===== src/rtl/io_bus_pkg.sv =====
// Shared types and constants for the IO bus arbiter slice.
// Holds FSM state encoding, IO address map and access size codes.
package io_bus_pkg;

    typedef enum logic [1:0] {
        IDLE  = 2'd0,
        GRANT = 2'd1,
        RESP  = 2'd2
    } state_t;

    localparam logic [31:0] IO_IN_ADDR  = 32'h0000_0000;
    localparam logic [31:0] IO_OUT_ADDR = 32'h0000_0004;

    localparam logic [2:0] SIZE_BYTE = 3'd0;
    localparam logic [2:0] SIZE_HALF = 3'd1;
    localparam logic [2:0] SIZE_WORD = 3'd2;

endpackage


===== src/rtl/io_arb_pick.sv =====
// Two-way winner select: req[1:0], last -> win (0=m0, 1=m1).
// Round-robin when IO_BUS_ARBITER_RR_EN is defined, else m0 has priority.
module io_arb_pick
    import io_bus_pkg::*;
(
    input  logic [1:0] req,
    input  logic       last,
    output logic       win
);

`ifdef IO_BUS_ARBITER_RR_EN
    // On a tie the requester that did not win last time goes first.
    always_comb begin
        win = 1'b0;
        unique case (req)
            2'b11:   win = ~last;
            2'b10:   win = 1'b1;
            default: win = 1'b0;
        endcase
    end
`else
    logic unused_last;

    assign unused_last = last;
    assign win         = ~req[0] & req[1];
`endif

endmodule


===== src/rtl/io_bus_arbiter.sv =====
// Shares the IO register block between m0 (LSU) and m1 (debug/loader).
// Ports: clk, rstn, m0_*/m1_* requester buses, t_* target bus.
// Option: IO_BUS_ARBITER_RR_EN selects round-robin instead of m0 priority.
module io_bus_arbiter
    import io_bus_pkg::*;
#(
    parameter int AW = 32,
    parameter int DW = 32
) (
    input  logic          clk,
    input  logic          rstn,

    input  logic          m0_req,
    input  logic          m0_we,
    input  logic [AW-1:0] m0_addr,
    input  logic [2:0]    m0_size,
    input  logic [DW-1:0] m0_wd,
    output logic          m0_gnt,
    output logic          m0_rvalid,
    output logic [DW-1:0] m0_rd,

    input  logic          m1_req,
    input  logic          m1_we,
    input  logic [AW-1:0] m1_addr,
    input  logic [2:0]    m1_size,
    input  logic [DW-1:0] m1_wd,
    output logic          m1_gnt,
    output logic          m1_rvalid,
    output logic [DW-1:0] m1_rd,

    output logic          t_we,
    output logic [AW-1:0] t_addr,
    output logic [2:0]    t_size,
    output logic [DW-1:0] t_wd,
    input  logic [DW-1:0] t_rd
);

    state_t     state;
    state_t     state_n;
    logic       sel;
    logic       sel_n;
    logic       last;
    logic       last_n;
    logic       win;
    logic [1:0] req;

    assign req = {m1_req, m0_req};

    io_arb_pick u_pick (
        .req  (req),
        .last (last),
        .win  (win)
    );

    always_ff @(posedge clk or negedge rstn) begin
        if (!rstn) begin
            state <= IDLE;
            sel   <= 1'b0;
            last  <= 1'b1;
        end else begin
            state <= state_n;
            sel   <= sel_n;
            last  <= last_n;
        end
    end

    always_comb begin
        state_n   = state;
        sel_n     = sel;
        last_n    = last;
        m0_gnt    = 1'b0;
        m1_gnt    = 1'b0;
        m0_rvalid = 1'b0;
        m1_rvalid = 1'b0;
        m0_rd     = '0;
        m1_rd     = '0;
        t_we      = 1'b0;
        t_addr    = '0;
        t_size    = '0;
        t_wd      = '0;

        unique case (state)
            IDLE: ;
            GRANT: begin
                state_n = RESP;
                if (sel) begin
                    m1_gnt = 1'b1;
                    t_we   = m1_we;
                    t_addr = m1_addr;
                    t_size = m1_size;
                    t_wd   = m1_wd;
                end else begin
                    m0_gnt = 1'b1;
                    t_we   = m0_we;
                    t_addr = m0_addr;
                    t_size = m0_size;
                    t_wd   = m0_wd;
                end
            end
            RESP: begin
                // Writes also complete here; rd is whatever t_rd holds.
                if (sel) begin
                    m1_rvalid = 1'b1;
                    m1_rd     = t_rd;
                end else begin
                    m0_rvalid = 1'b1;
                    m0_rd     = t_rd;
                end
            end
            default: state_n = IDLE;
        endcase

        // Arbitrate from IDLE and from RESP so back-to-back costs 2 cycles.
        if (state == IDLE || state == RESP) begin
            if (|req) begin
                state_n = GRANT;
                sel_n   = win;
                last_n  = win;
            end else begin
                state_n = IDLE;
            end
        end
    end

endmodule


===== config.mk =====
export PLATFORM = sky130hd
export DESIGN_NAME = io_bus_arbiter
export DESIGN_NICKNAME = d
export VERILOG_FILES = /design/src/rtl/io_bus_pkg.sv /design/src/rtl/io_arb_pick.sv /design/src/rtl/io_bus_arbiter.sv
export SDC_FILE = /design/constraint.sdc
export NUM_CORES = 1
export LEC_CHECK = 0
export BUFFER_PORTS_ARGS = -buffer_cell sky130_fd_sc_hd__buf_2
export CAP_MARGIN = 20
export CORE_AREA = 2 2 119 121
export CTS_CLUSTER_SIZE = 30
export DETAILED_ROUTE_END_ITERATION = 6
export DIE_AREA = 0 0 121 123
export PLACE_DENSITY = 0.52
export REMOVE_ABC_BUFFERS = 1
export SLEW_MARGIN = 0
export SYNTH_ARGS = -nofsm -noshare
export SYNTH_HDL_FRONTEND = slang
export SYNTH_SLANG_ARGS = --single-unit

===== constraint.sdc =====
create_clock -name clk -period 1.2 [get_ports clk]
set_input_delay 0.12 -clock clk [delete_from_list [all_inputs] [get_ports clk]]
set_output_delay 0.12 -clock clk [all_outputs]
set_load 0.02 [all_outputs]

Word level (Yosys, flattened, before mapping)
Cells that the tools add are included.
Operators by class
  eq/ne operators: 3
  mux-type cells: 21
  reduce and logical (&&, ||, !) cells: 5
  bitwise logic cells: 2
Operator list (count)
  2-to-1 mux 32 bit: 8
  2-to-1 mux 1 bit: 9
  2-to-1 mux 3 bit: 2
  case mux 2 bit (2 select lines): 1
  OR reduction 2 bit: 2
  equality test 2 x 1 -> 1 bit (second input constant): 1
  equality test 2 bit (second input constant): 1
  zero test 2 bit: 1
  2-to-1 mux 2 bit: 1
  inequality test 2 x 1 -> 1 bit (second input constant): 1
  AND reduction 2 bit: 1
  bitwise AND 1 bit: 1
  logical OR 1 bit: 1
  inverter 1 bit: 1
Word-level totals
  output and inout port bits: 136
  input port bits: 172
  logic and storage cells: 33
  flip-flop bits (word level): 3

Longest topological paths before layout
  depth in word-level cells: 4
  depth in mapped cells: 4
  depth with buffers taken out: 2

Hierarchy
Synthesis repeated with hierarchy kept, for this count alone.
Unflattened totals
  cell total of the unflattened synthesis: 237
  area total of the unflattened synthesis: 1656.6 µm²
Modules (own cells, without submodules)
  io_bus_arbiter: cells each 236, area each 1642.8 µm², seq. area each 101.3 µm², times used 1
  io_arb_pick: cells each 1, area each 13.8 µm², seq. area each 0.0 µm², times used 1

Worst setup path before layout
Ideal clock, no wire load.
  path kind: reg2out
  start point: register sel
  end point: output m0_rd[17]
  arrival: 1168 ps
  data required time: 1080 ps
  path buffers: 2
  stages on the path, launching flop included: 5
  slack: -88 ps
  cell sequence: dfrtp_1 buf_4 nor3b_4 buf_4 and2_1
Between the ends
  word-level cells in the longest chain between the ends: 2
RTL lines
  start: declaration: RTL line io_bus_arbiter.sv:40  | logic sel;
  start signal: assignment: RTL line io_bus_arbiter.sv:62  | sel <= sel_n;
  2-to-1 mux 32 bit: RTL line io_bus_arbiter.sv:102  | if (sel) begin
  2-to-1 mux 32 bit: RTL line io_bus_arbiter.sv:82  | unique case (state)
  end: declaration: RTL line io_bus_arbiter.sv:20  | output logic [DW-1:0] m0_rd,
Every way passes these cells.

Worst setup path in the final report
  start point: register sel
  end point: output m0_rd[6]
Same word-level chain as after synthesis.

==> summary.txt <==
OUTCOME
----------------------------------------------------------------------------------
Result of the run                                                     finished with violations
Violations in the final reports                                       negative setup slack

STA
----------------------------------------------------------------------------------
Final WS setup                                                           -0.424 ns
Total negative slack for setup checks                                    -50.10 ns
Final period utilization                                                      135%
Headroom to the max-slew limit                                               82.0%
Highest clock rate                                                         616 MHz
Min Tclk post-route                                                        1.62 ns
Number of hold violations in the final report                                    0
Worst clock skew on the final layout                                    0.00140 ns
Number of slew-limit violations in the final report                              0
RSZ-0062 raised after global routing                                          true
Final setup vio count                                                          136
Transition time at the pin with the least slew margin                     0.262 ns

SETUP PATH
----------------------------------------------------------------------------------
Worst endpoint data arrival time                                           1.50 ns
Register-to-register setup slack                                           0.14 ns
Highest net fanout along the worst path                                         16
Critical path start-end classification                                     reg2out
WP data required                                                           1.08 ns
Launching instance or port of the critical path                                sel
Worst Setup End Kind                                                    output pin
CP startpoint kind                                                       flip-flop
Startpoint of the lowest-slack register-to-register path                       sel

GLOBAL ROUTING
----------------------------------------------------------------------------------
Total global routing track utilization                                       12.8%
Global-route wire length before repair                                    14800 um
Initial antenna violation count                                                  0
Global route overflow                                                            0
Largest net degree at the start of global routing                               33
Number of global-route vias before repair                                     2695

FINISH
----------------------------------------------------------------------------------
Share of final-layout standard cells stronger than drive strength 1          73.1%
Antenna diode count                                                              0
Post-route insts no fill                                                       734
Fraction of the core area covered by cells at the end of the flow            32.5%
Signed area change from the synthesized netlist to the final layout           167%
Final-stage net count                                                          727

LOGIC SYNTHESIS
----------------------------------------------------------------------------------
Count of state elements after synthesis                                          3
Async set or reset register ratio after synthesis                             100%
Most numerous cell in the Yosys netlist                               sky130_fd_sc_hd__nor2_1
Number of synthesis warnings                                                     0
Top post-synthesis cells by count                                     72 x sky130_fd_sc_hd__nor2_1, 68 x sky130_fd_sc_hd__mux2i_1, 57 x sky130_fd_sc_hd__and2_1
Top_reg_cell synth                                                    sky130_fd_sc_hd__dfrtp_1
Number of unique standard cell types used by synthesis                          17
Cell taking the most area after synthesis                             sky130_fd_sc_hd__mux2i_1
Gate Count Post-Synth                                                          237
Post-synthesis sequential area ratio                                         4.53%
Ranking of synthesized cells by area                                  sky130_fd_sc_hd__mux2i_1 41%, sky130_fd_sc_hd__and2_1 22%, sky130_fd_sc_hd__nor2_1 16%, sky130_fd_sc_hd__dfrtp_1 4.5%, sky130_fd_sc_hd__buf_4 3.6%
Mapped Avg Cell Area                                                     6.99 um^2
Number of enable-type register cells in the synthesized netlist                  0
Mapped Area                                                              1660 um^2
Fraction of post-synthesis cell area in the top cell type by area            41.1%

POWER
----------------------------------------------------------------------------------
P_leak                                                                     2.49 nW
VDD IR-drop max                                                           0.473 mV
PD cells                                                               853 nW/um^2

PLACED DESIGN
----------------------------------------------------------------------------------
Half-perimeter wire length after detailed placement                        8810 um
PortBufs                                                                       307
Total instance count after detailed placement                                  718
Gp weighted congestion                                                       0.788
Placement Setup Slack                                                    -0.305 ns

CLOCK TREE
----------------------------------------------------------------------------------
Clock tree buffer depth                                                          2
Clock Pin Slew Worst Setup and Hold Paths                                  0.03 ns
Number of clock sinks                                                            3
Clock latency reported for the late side of the worst-skew pair            0.23 ns
Clk root buf                                                          sky130_fd_sc_hd__clkbuf_16
Number of clock buffers inserted by TritonCTS                                    3
Clock tree from TritonCTS                                                     done
H-tree depth                                                                     1

DRT
----------------------------------------------------------------------------------
Number of routed nets with antenna violations                                    0
Count of vias placed by the detailed router                                   2884
Detailed-route DRC error count                                                   0
Wire length per cell                                                       15.6 um
Vias per std cell                                                             3.93
Total routed wirelength                                                   11500 um
Starting DRT DRC Count                                                          32
DR pass1 iterations                                                              4

RUN
----------------------------------------------------------------------------------
Max-cap viol count                                                               0

DIE
----------------------------------------------------------------------------------
Overall die area                                                        14900 um^2
Number of rows created at floorplan                                             43
Die Width                                                                   121 um
Count of boundary I/O pins                                                     308
Floorplan die height                                                        123 um
Core Footprint                                                          13600 um^2
Initial Utilization                                                          12.2%

WORST HOLD PATH
----------------------------------------------------------------------------------
Origin of the worst min-delay path                                          m0_req
Path type of the worst min-delay path                                       in2reg

==> stage by stage <==
| stage | hold WS, ns | instance area, um^2 | power (mW) |
|---|---|---|---|
| global route | 0.131 | 4430 | 3.99 |
| CTS | 0.124 | 3940 | 3.42 |
| detailed placement | -0.0802 | 3480 | 2.56 |
| finish | 0.120 | 4430 | 3.78 |
| floorplan | -0.176 | 1510 | 1.53 |
| global placement | -0.0805 | 3480 | 2.55 |
==> state kept, by name (all words and copies together) (netlist names) <==
register	cells
state	2
sel	1
==> timing repair <==
action                                  CTS  global route
gates resized for setup                 103           128
hold buffers                              1             0
endpoints found under the setup margin  136           136
setup buffers                             3             2
pin swaps                                 1            17
endpoints found under the hold margin     3             0
gates cloned                              2             4
==> where the power goes <==
part / leakage, nW / internal (mW) / switching, mW / total (mW)
clock network: 0.0382 / 0.439 / 0.0964 / 0.535
registers: 0.0346 / 0.122 / 0.0271 / 0.149
logic: 2.42 / 1.56 / 1.53 / 3.09
==> placed cells by master, fill, tap and decap left out <==
cell type                       Yosys  final
sky130_fd_sc_hd__nor3b_4            1      1
sky130_fd_sc_hd__and4bb_2           1      1
sky130_fd_sc_hd__buf_6              3     52
sky130_fd_sc_hd__mux2i_4            0      1
sky130_fd_sc_hd__and4b_1            1      1
sky130_fd_sc_hd__buf_2             10    197
sky130_fd_sc_hd__and3b_2            0      1
sky130_fd_sc_hd__and2_1            57     18
sky130_fd_sc_hd__nand2b_4           0      1
sky130_fd_sc_hd__and2_4             5     44
sky130_fd_sc_hd__mux2i_2            0     14
sky130_fd_sc_hd__buf_16             0      3
sky130_fd_sc_hd__clkbuf_1           1      1
sky130_fd_sc_hd__buf_8              0      2
sky130_fd_sc_hd__dfrtp_4            0      1
sky130_fd_sc_hd__buf_12             0      6
sky130_fd_sc_hd__dfrtp_1            3      1
sky130_fd_sc_hd__buf_4              8     71
sky130_fd_sc_hd__nor2_1            72     69
sky130_fd_sc_hd__dfrtp_2            0      1
sky130_fd_sc_hd__clkbuf_16          0      6
sky130_fd_sc_hd__and2b_1            1      1
sky130_fd_sc_hd__nand2b_1           2      1
sky130_fd_sc_hd__dlygate4sd3_1      0      1
sky130_fd_sc_hd__nor2_4             0      2
sky130_fd_sc_hd__inv_1              2      2
sky130_fd_sc_hd__mux2i_1           68     53
sky130_fd_sc_hd__nor2_2             0      1
sky130_fd_sc_hd__a21oi_1            1      1
==> logic make-up after synthesis <==
group	share of synthesized area [%]
compound gates	0.302
buf+inv	9.37
flops	4.53
mux	41.1
simple gates	44.7
==> layout make-up <==
type	instances	area, um^2
multi-input combinational	210	1620
fill	1473	9180
inverter	2	7.51
tap	180	225
timing repair buffer	335	2420
sequential	3	80.1
clock buffer	4	78.8
==> layer usage <==
metal	GRT usage [%]	vias to the layer above	wire (um)
met5	0	-	0
met3	1.85	5	870
met4	1.53	0	54
met2	24.4	185	5970
met1	15.7	1294	4570
li1	-	1400	-
==> worst max-delay path, cell delays in order, from the launching register on <==
cell	delay [ns]
sky130_fd_sc_hd__dfrtp_4	0.51
sky130_fd_sc_hd__nor3b_4	0.20
sky130_fd_sc_hd__buf_6	0.16
sky130_fd_sc_hd__buf_12	0.14
sky130_fd_sc_hd__and2_4	0.15
sky130_fd_sc_hd__buf_6	0.11
==> final timing paths <==
path                            end  depth (start not counted)
max                        m0_rd[6]                          5
min                        state[0]                          3
max reg2reg                     sel                          4
min reg2reg                state[0]                          2
max in group asynchronous       sel                          2
min in group asynchronous  state[0]                          2
Note: power is estimated with default switching activity, not from simulation.
